## config.mk

```make
export PLATFORM = sky130hd
export DESIGN_NAME = ad9837_spi_master
export DESIGN_NICKNAME = d
export VERILOG_FILES = /design/src/rtl/ad9837_pkg.sv /design/src/rtl/ad9837_spi_master_half_tick.sv /design/src/rtl/ad9837_spi_master.sv
export SDC_FILE = /design/constraint.sdc
export NUM_CORES = 1
export LEC_CHECK = 0
export CAP_MARGIN = 20
export CORE_ASPECT_RATIO = 0.9
export CORE_MARGIN = 2
export CORE_UTILIZATION = 45
export CTS_CLUSTER_SIZE = 24
export DETAILED_ROUTE_END_ITERATION = 10
export GPL_ROUTABILITY_DRIVEN = 0
export HOLD_SLACK_MARGIN = 0.1
export MAX_ROUTING_LAYER = met4
export PLACE_DENSITY = 0.72
export SKIP_LAST_GASP = 1
export SLEW_MARGIN = 20
export SYNTH_ARGS = -nofsm -noshare
export SYNTH_HDL_FRONTEND = slang
export SYNTH_SLANG_ARGS = --single-unit
```

## constraint.sdc

```tcl
create_clock -name clk -period 1.6 [get_ports clk]
set_input_delay 0.24 -clock clk [delete_from_list [all_inputs] [get_ports clk]]
set_output_delay 0.24 -clock clk [all_outputs]
set_load 0.01 [all_outputs]
```

## src/rtl/ad9837_pkg.sv

```systemverilog
// Shared AD9837 definitions: SPI engine states, word width and control-word layout.
package ad9837_pkg;

    localparam int unsigned AD9837_WORD_W = 16;

    typedef enum logic [2:0] {
        IDLE,
        SETUP,
        SHIFT_LO,
        SHIFT_HI,
        HOLD,
        GAP
    } spi_state_t;

    // Control register bit positions (D15:D14 = 2'b00 selects the control register)
    localparam int unsigned CTRL_B28     = 13;
    localparam int unsigned CTRL_HLB     = 12;
    localparam int unsigned CTRL_FSEL    = 11;
    localparam int unsigned CTRL_PSEL    = 10;
    localparam int unsigned CTRL_RESET   = 8;
    localparam int unsigned CTRL_SLEEP1  = 7;
    localparam int unsigned CTRL_SLEEP12 = 6;
    localparam int unsigned CTRL_OPBITEN = 5;
    localparam int unsigned CTRL_DIV2    = 3;
    localparam int unsigned CTRL_MODE    = 1;

    localparam logic [1:0] FREQ0_ADDR = 2'b01;
    localparam logic [1:0] FREQ1_ADDR = 2'b10;

endpackage

```

## src/rtl/ad9837_spi_master_half_tick.sv

```systemverilog
// Divider issuing a one-cycle tick every CLK_DIV clocks; restart re-aligns the count.
module spi_half_tick #(
    parameter int unsigned CLK_DIV = 4
) (
    input  logic clk,
    input  logic reset,
    input  logic restart,
    output logic tick
);

    localparam int unsigned CW = $clog2(CLK_DIV + 1);
    localparam logic [CW-1:0] LAST = CW'(CLK_DIV - 1);

    logic [CW-1:0] cnt;

    assign tick = (cnt == LAST);

    always_ff @(posedge clk or posedge reset) begin
        if (reset) begin
            cnt <= '0;
        end else if (restart || tick) begin
            cnt <= '0;
        end else begin
            cnt <= cnt + CW'(1);
        end
    end

endmodule

```

## src/rtl/ad9837_spi_master.sv

```systemverilog
// SPI mode-2 word transmitter driving AD9837 SCLK/SDATA/FSYNC with optional continuous framing.
module ad9837_spi_master
    import ad9837_pkg::*;
#(
    parameter int unsigned CLK_DIV = 4,
    parameter int unsigned WORD_W  = AD9837_WORD_W
) (
    input  logic              clk,
    input  logic              reset,
    input  logic              enable,
    input  logic              cont,
    input  logic [WORD_W-1:0] tx_data,
    output logic              busy,
    output logic              tx_ack,
    output logic              sclk,
    output logic              ss_n,
    output logic              mosi
);

    localparam int unsigned BW = $clog2(WORD_W);
    localparam logic [BW-1:0] TOP_BIT = BW'(WORD_W - 1);

    spi_state_t        state, state_nxt;
    logic [WORD_W-1:0] shreg, shreg_nxt;
    logic [BW-1:0]     bit_cnt, bit_cnt_nxt;
    logic              sclk_nxt, ss_n_nxt, mosi_nxt, busy_nxt, ack_nxt;
    logic              tick;

    spi_half_tick #(.CLK_DIV(CLK_DIV)) u_tick (
        .clk    (clk),
        .reset  (reset),
        .restart(state == IDLE),
        .tick   (tick)
    );

    always_ff @(posedge clk or posedge reset) begin
        if (reset) begin
            state   <= IDLE;
            shreg   <= '0;
            bit_cnt <= '0;
            sclk    <= 1'b1;
            ss_n    <= 1'b1;
            mosi    <= 1'b0;
            busy    <= 1'b0;
            tx_ack  <= 1'b0;
        end else begin
            state   <= state_nxt;
            shreg   <= shreg_nxt;
            bit_cnt <= bit_cnt_nxt;
            sclk    <= sclk_nxt;
            ss_n    <= ss_n_nxt;
            mosi    <= mosi_nxt;
            busy    <= busy_nxt;
            tx_ack  <= ack_nxt;
        end
    end

    always_comb begin
        state_nxt   = state;
        shreg_nxt   = shreg;
        bit_cnt_nxt = bit_cnt;
        sclk_nxt    = sclk;
        ss_n_nxt    = ss_n;
        mosi_nxt    = mosi;
        busy_nxt    = busy;
        ack_nxt     = 1'b0;

        unique case (state)
            IDLE: begin
                if (enable) begin
                    shreg_nxt   = tx_data;
                    bit_cnt_nxt = TOP_BIT;
                    mosi_nxt    = tx_data[WORD_W-1];
                    ack_nxt     = 1'b1;
                    ss_n_nxt    = 1'b0;
                    busy_nxt    = 1'b1;
                    state_nxt   = SETUP;
                end
            end
            SETUP: begin
                if (tick) begin
                    sclk_nxt  = 1'b0;
                    state_nxt = SHIFT_LO;
                end
            end
            SHIFT_LO: begin
                // The rising-edge decision is taken here so mosi moves on the same edge as sclk rises
                if (tick) begin
                    sclk_nxt  = 1'b1;
                    state_nxt = SHIFT_HI;
                    if (bit_cnt != '0) begin
                        shreg_nxt   = {shreg[WORD_W-2:0], 1'b0};
                        mosi_nxt    = shreg[WORD_W-2];
                        bit_cnt_nxt = bit_cnt - BW'(1);
                    end else if (cont) begin
                        shreg_nxt   = tx_data;
                        mosi_nxt    = tx_data[WORD_W-1];
                        bit_cnt_nxt = TOP_BIT;
                        ack_nxt     = 1'b1;
                    end else begin
                        state_nxt = HOLD;
                    end
                end
            end
            SHIFT_HI: begin
                if (tick) begin
                    sclk_nxt  = 1'b0;
                    state_nxt = SHIFT_LO;
                end
            end
            HOLD: begin
                if (tick) begin
                    ss_n_nxt  = 1'b1;
                    state_nxt = GAP;
                end
            end
            GAP: begin
                if (tick) begin
                    busy_nxt  = 1'b0;
                    mosi_nxt  = 1'b0;
                    state_nxt = IDLE;
                end
            end
            default: state_nxt = IDLE;
        endcase
    end

endmodule

```

==> qor.txt, run 1 <==
hpwl dp: 2.55 mm
most common cell after layout, fill and taps aside: buf_4
Worst Skew: 5.34 ps
Post-CTS Hold Fix Bufs: 0
FP Rows: 20
crit path capture type: register
endpoints failing setup: 16
Pwr Total: 3.90 mW
worst path arrival time: 1790 ps
Warnings, synthesis: 0
Fillers: 266
most frequent cells in the layout: buf_4 (29), dfrtp_1 (28), nand2_1 (23), clkdlybuf4s50_1 (23), mux2i_1 (16)
hold crit path type: input pin to asynchronous set/reset pin
VDD IR max: 0.963 mV
Worst Path Max Fanout: 14
Mapped Avg Cell Area: 9.99 um^2
CP Data Required Time: 1760 ps
failing checks: negative setup slack
multi-input logic area: 805 um^2
total clock buffers created by CTS: 5
die width: 66.2 um
total gr overflow: 0
Leak: 1.04 nW
die area: 3980 um^2
unrepaired setup endpoints after global routing: true
relative slew slack: 0.748
Final Cycle Share: 1.02
Distinct cells, synth: 35
Setup TNS: -230 ps
core area: 3350 um^2
syn nets: 181
port bufs: 24
clk_lat worst skew: 270 ps
Longest Clk Path Bufs: 2
Antenna Nets Post-Route: 0
I/O pin count: 25
Avg WL per Cell: 14.6 um
MaxCap Viol Count: 0
Placed Area: 2010 um^2
root buffer cell: clkbuf_8
vias post-DR: 1351
Routed met1 length: 1.60 mm
min Tclk post-route: 1630 ps
sequential fraction of the synthesis area: 0.480
Storage cell area: 753 um^2
fmax: 0.613 GHz
crit path launch type: register
drt first-iter violations: 57
GR Util All Layers: 0.213
reg-to-reg startpoint: state[0]
die height: 60.0 um
power per cell area: 1730 nW/um^2
crit path kind: register to register
Post-route DRC: 0
Slew @ Worst Pin: 377 ps
share of layout cells above drive strength 1: 0.274
starting density of the core: 0.468
H-tree levels: 2
non-filler cells, final: 256
Area Growth Syn to Fin: 43.7%
largest net degree at the start of global routing: 31
Critical Path Source: state[0]
vias in the first global route: 1337
R2R setup slack: -30 ps
Final Hold Viols: 0
first-pass iteration count of the detailed router: 4
final wirelength: 3.74 mm
DP Cell Count: 240
Slew Limit Fails: 0
met2 WL: 2.05 mm
metal3 WL: 89 um
Via-to-Cell Ratio: 5.28
Cell Area, Synth: 1570 um^2
initial antenna violation count: 0
Top Metal Used: met3
Setup WS post-layout: -31.3 ps
status: complete, but fails checks
pre-CTS setup slack: -275 ps
first-pass GRT wire length: 6.14 mm
CTS tree: built
#FFs+latches synth: 30
Reg clk slew, reported paths: 70 ps
Final nets: 235
final core occ: 0.672
worst hold slack: 356 ps
CTS Sinks: 30
cell area after layout: 2250 um^2
antenna cells: 0
cell count after synthesis: 157
## synth_stat cells, drive strengths merged
library cell,n,area (um^2)
dfrtp,28,701
nand2,24,90.1
o21ai,21,105
mux2i,16,160
nor2,10,37.5
buf,9,71.3
a21oi,6,30.0
inv,6,22.5
nand2b,5,31.3
ha,4,50.1
nand3,3,15.0
nor3b,3,38.8
dfstp,2,52.6
mux2,2,22.5
nor3,2,10.0
o31a,2,17.5
a21o,1,7.51
a22oi,1,7.51
and2b,1,7.51
clkbuf,1,3.75
nand4,1,6.26
nor2b,1,6.26
nor4b,1,15.0
o21bai,1,7.51
o221ai,1,8.76
o22a,1,8.76
o2bb2ai,1,8.76
o311a,1,10.0
or2,1,6.26
or4b,1,10.0
## area by class of cell
class,count,share of cell area
clock buffers,7,0.0383
clock inverters,1,0.00222
inverters,6,0.00999
flip-flops and latches,30,0.334
multi-input cells,111,0.357
well taps,44,0.0244
repair buffers,57,0.234
## registers in the layout, indices dropped and copies added, names as in the netlist
signal	cells
bit_cnt	4
busy	1
mosi	1
sclk	1
shreg	15
ss_n	1
state	3
tx_ack	1
u_tick.cnt	3
## path summary, 6_finish.rpt
check,to,depth (start not counted)
min in group clk,shreg[3],2
setup reg to reg,shreg[2],6
hold reg to reg,shreg[3],2
max in group asynchronous,sclk,3
hold / removal,shreg[8],3
setup / recovery,shreg[2],6
## what timing repair did
action,CTS,global route
gates cloned,0,1
setup buffers,5,2
endpoints found under the hold margin,0,0
gates resized for setup,12,6
pin swaps,4,3
endpoints found under the setup margin,21,22
## routing by layer
metal  GRT usage  vias up
li1            -      650
met1       0.260      682
met2       0.364       19
met3      0.0452        0
met4      0.0525        0
met5           -        -
## power breakdown
part	switching, mW	internal [mW]	total, mW
clock network	0.273	0.346	0.620
logic	0.914	1.04	1.95
registers	0.224	1.11	1.33
## cells by family (layout without fill, tap and decap cells)
logic type                 count (synthesis)  in the layout  share of synthesized area
adders and majority gates                  4              4                     0.0319
AOI/OAI and AO/OA                         36             36                      0.135
buffers and inverters                     16             71                     0.0622
and+or+nand+nor                           53             53                      0.175
muxes                                     18             18                      0.116
DFF                                       30             30                      0.480
## critical path, stage by stage (launching register included)
cell and delay (ps):
dfrtp_1 400, or4b_1 530, o31a_1 150, buf_6 160, clkbuf_16 170, nand2_1 60
o21ai_1 50
Note: power is estimated with default switching activity, not from simulation.
==> run 2: changes to the inputs <==
--- a/config.mk
+++ b/config.mk
@@ -9,6 +9,7 @@
 export CORE_ASPECT_RATIO = 0.9
 export CORE_MARGIN = 2
 export CORE_UTILIZATION = 45
+export CTS_BUF_LIST = sky130_fd_sc_hd__clkbuf_4 sky130_fd_sc_hd__clkbuf_8 sky130_fd_sc_hd__clkbuf_16
 export CTS_CLUSTER_SIZE = 24
 export DETAILED_ROUTE_END_ITERATION = 10
 export GPL_ROUTABILITY_DRIVEN = 0
==> qor.txt, run 2 (synthesis gave the netlist of run 1 again) <==
status: complete, but fails checks
failing checks: negative setup slack
switching power: 1.41 mW
DP Cell Count: 240
Biggest register: shreg
worst hold slack: 354 ps
Slew @ Worst Pin: 378 ps
Setup TNS: -301 ps
Clock Power Share: 0.163
sequential share of power: 0.340
r2r worst-path depth: 6
max reg flops: 15
antenna cells: 0
relative slew slack: 0.748
CP Data Required Time: 1760 ps
final wirelength: 3.74 mm
Worst Path Max Fanout: 14
Reg clk slew, reported paths: 70 ps
FF-to-FF End: shreg[2]
Final Hold Viols: 0
total clock buffers created by CTS: 5
first-pass GRT wire length: 6.13 mm
share of power burned in combinational logic: 0.497
Pwr Total: 3.92 mW
final core occ: 0.674
Largest regs: shreg (15), bit_cnt (4)
die height: 60.0 um
drt first-iter violations: 45
root buffer cell: clkbuf_8
Leak: 1.04 nW
unrepaired setup endpoints after global routing: true
min Tclk post-route: 1640 ps
switching part of the total: 0.360
Antenna Nets Post-Route: 0
CTS tree: built
first-pass iteration count of the detailed router: 4
Via-to-Cell Ratio: 5.28
crit path capture type: register
critical path's largest stage delay: 530 ps
largest net degree at the start of global routing: 31
Slew Limit Fails: 0
reg-to-reg startpoint: state[0]
GR Util All Layers: 0.213
Final Cycle Share: 1.02
crit path launch type: register
worst path arrival time: 1790 ps
MaxCap Viol Count: 0
port bufs: 24
power per cell area: 1730 nW/um^2
most frequent cells in the layout: buf_4 (29), dfrtp_1 (28), nand2_1 (23), clkdlybuf4s50_1 (23), mux2i_1 (16)
H-tree levels: 2
cell area after layout: 2260 um^2
Avg WL per Cell: 14.6 um
fmax: 0.612 GHz
FP Rows: 20
total gr overflow: 0
crit path kind: register to register
VDD IR max: 0.933 mV
crit-path cells: or4b_1, o31a_1, buf_6, clkbuf_16, nand2_1, o21ai_1
starting density of the core: 0.468
die width: 66.2 um
Pint: 2.51 mW
Worst Skew: 6.40 ps
CTS Sinks: 30
Critical Path Source: state[0]
Area Growth Syn to Fin: 43.9%
initial antenna violation count: 0
most common cell after layout, fill and taps aside: buf_4
I/O pin count: 25
Placed Area: 2010 um^2
Worst path slowest cell: or4b_1
pre-CTS setup slack: -275 ps
vias in the first global route: 1341
die area: 3980 um^2
hpwl dp: 2.55 mm
endpoints failing setup: 16
hold crit path type: input pin to asynchronous set/reset pin
R2R setup slack: -40 ps
core area: 3350 um^2
Final nets: 235
Post-CTS Hold Fix Bufs: 0
worst setup path endpoint: shreg[2]
Post-route DRC: 0
Setup WS post-layout: -35.2 ps
share of layout cells above drive strength 1: 0.278
non-filler cells, final: 256
Longest Clk Path Bufs: 2
vias post-DR: 1352
clk_lat worst skew: 280 ps
==> run 2: worst min-delay path by stage <==
stage / start / end
floorplan: reset / bit_cnt[0]
global placement: u_tick.cnt[0] / u_tick.cnt[0]
detailed placement: u_tick.cnt[0] / u_tick.cnt[0]
CTS: reset / shreg[8]
global route: reset / shreg[8]
finish: reset / mosi
==> run 2: power groups by stage <==
| stage | combinational [mW] | sequential [mW] | clock [mW] |
|---|---|---|---|
| 2_1_floorplan | 1.13 | 1.30 | 0 |
| 3_3_place_gp | 1.57 | 1.29 | 0 |
| 3_5_place_dp | 1.68 | 1.32 | 0 |
| 4_1_cts | 1.84 | 1.32 | 0.651 |
| 5_1_grt | 2.15 | 1.37 | 0.696 |
| 6_report | 1.95 | 1.33 | 0.638 |
==> run 2: timing repair <==
| item | CTS | global route |
|---|---|---|
| buffers inserted | 5 | 2 |
| endpoints found under the hold margin | 0 | 0 |
| pin swaps | 4 | 3 |
| setup endpoints to repair | 21 | 22 |
| gates resized for setup | 12 | 6 |
| cloned | 0 | 1 |
==> run 2: cell type report <==
type                            count  area, um^2
Fill cell                         267        1090
Multi-Input combinational cell    111         805
Sequential cell                    30         753
Timing Repair Buffer               57         528
Clock buffer                        7        90.1
Tap cell                           44        55.1
Inverter                            6        22.5
Clock inverter                      1        5.00
==> run 2: critical path, delay by kind of cell (launching register included) <==
family                 cells  cell delay (ps)
DFF                        1              400
and+or+nand+nor            2              590
buffers and inverters      2              330
AOI/OAI and AO/OA          2              200
==> run 2: metal layers <==
| metal | vias up | share of wire | global-route usage |
|---|---|---|---|
| met2 | 26 | 0.55 | 0.364 |
| met1 | 672 | 0.42 | 0.260 |
| met3 | 0 | 0.031 | 0.0452 |
| met5 | - | 0 | - |
| li1 | 654 | - | - |
| met4 | 0 | 0 | 0.0525 |
==> run 3: changes to the inputs <==
--- a/config.mk
+++ b/config.mk
@@ -17,7 +17,7 @@
 export MAX_ROUTING_LAYER = met4
 export PLACE_DENSITY = 0.72
 export SKIP_LAST_GASP = 1
-export SLEW_MARGIN = 20
+export SLEW_MARGIN = 25
 export SYNTH_ARGS = -nofsm -noshare
 export SYNTH_HDL_FRONTEND = slang
 export SYNTH_SLANG_ARGS = --single-unit
==> results of run 3 <==
Same layout as run 2: the final DEF is identical, and so are final timing and power.
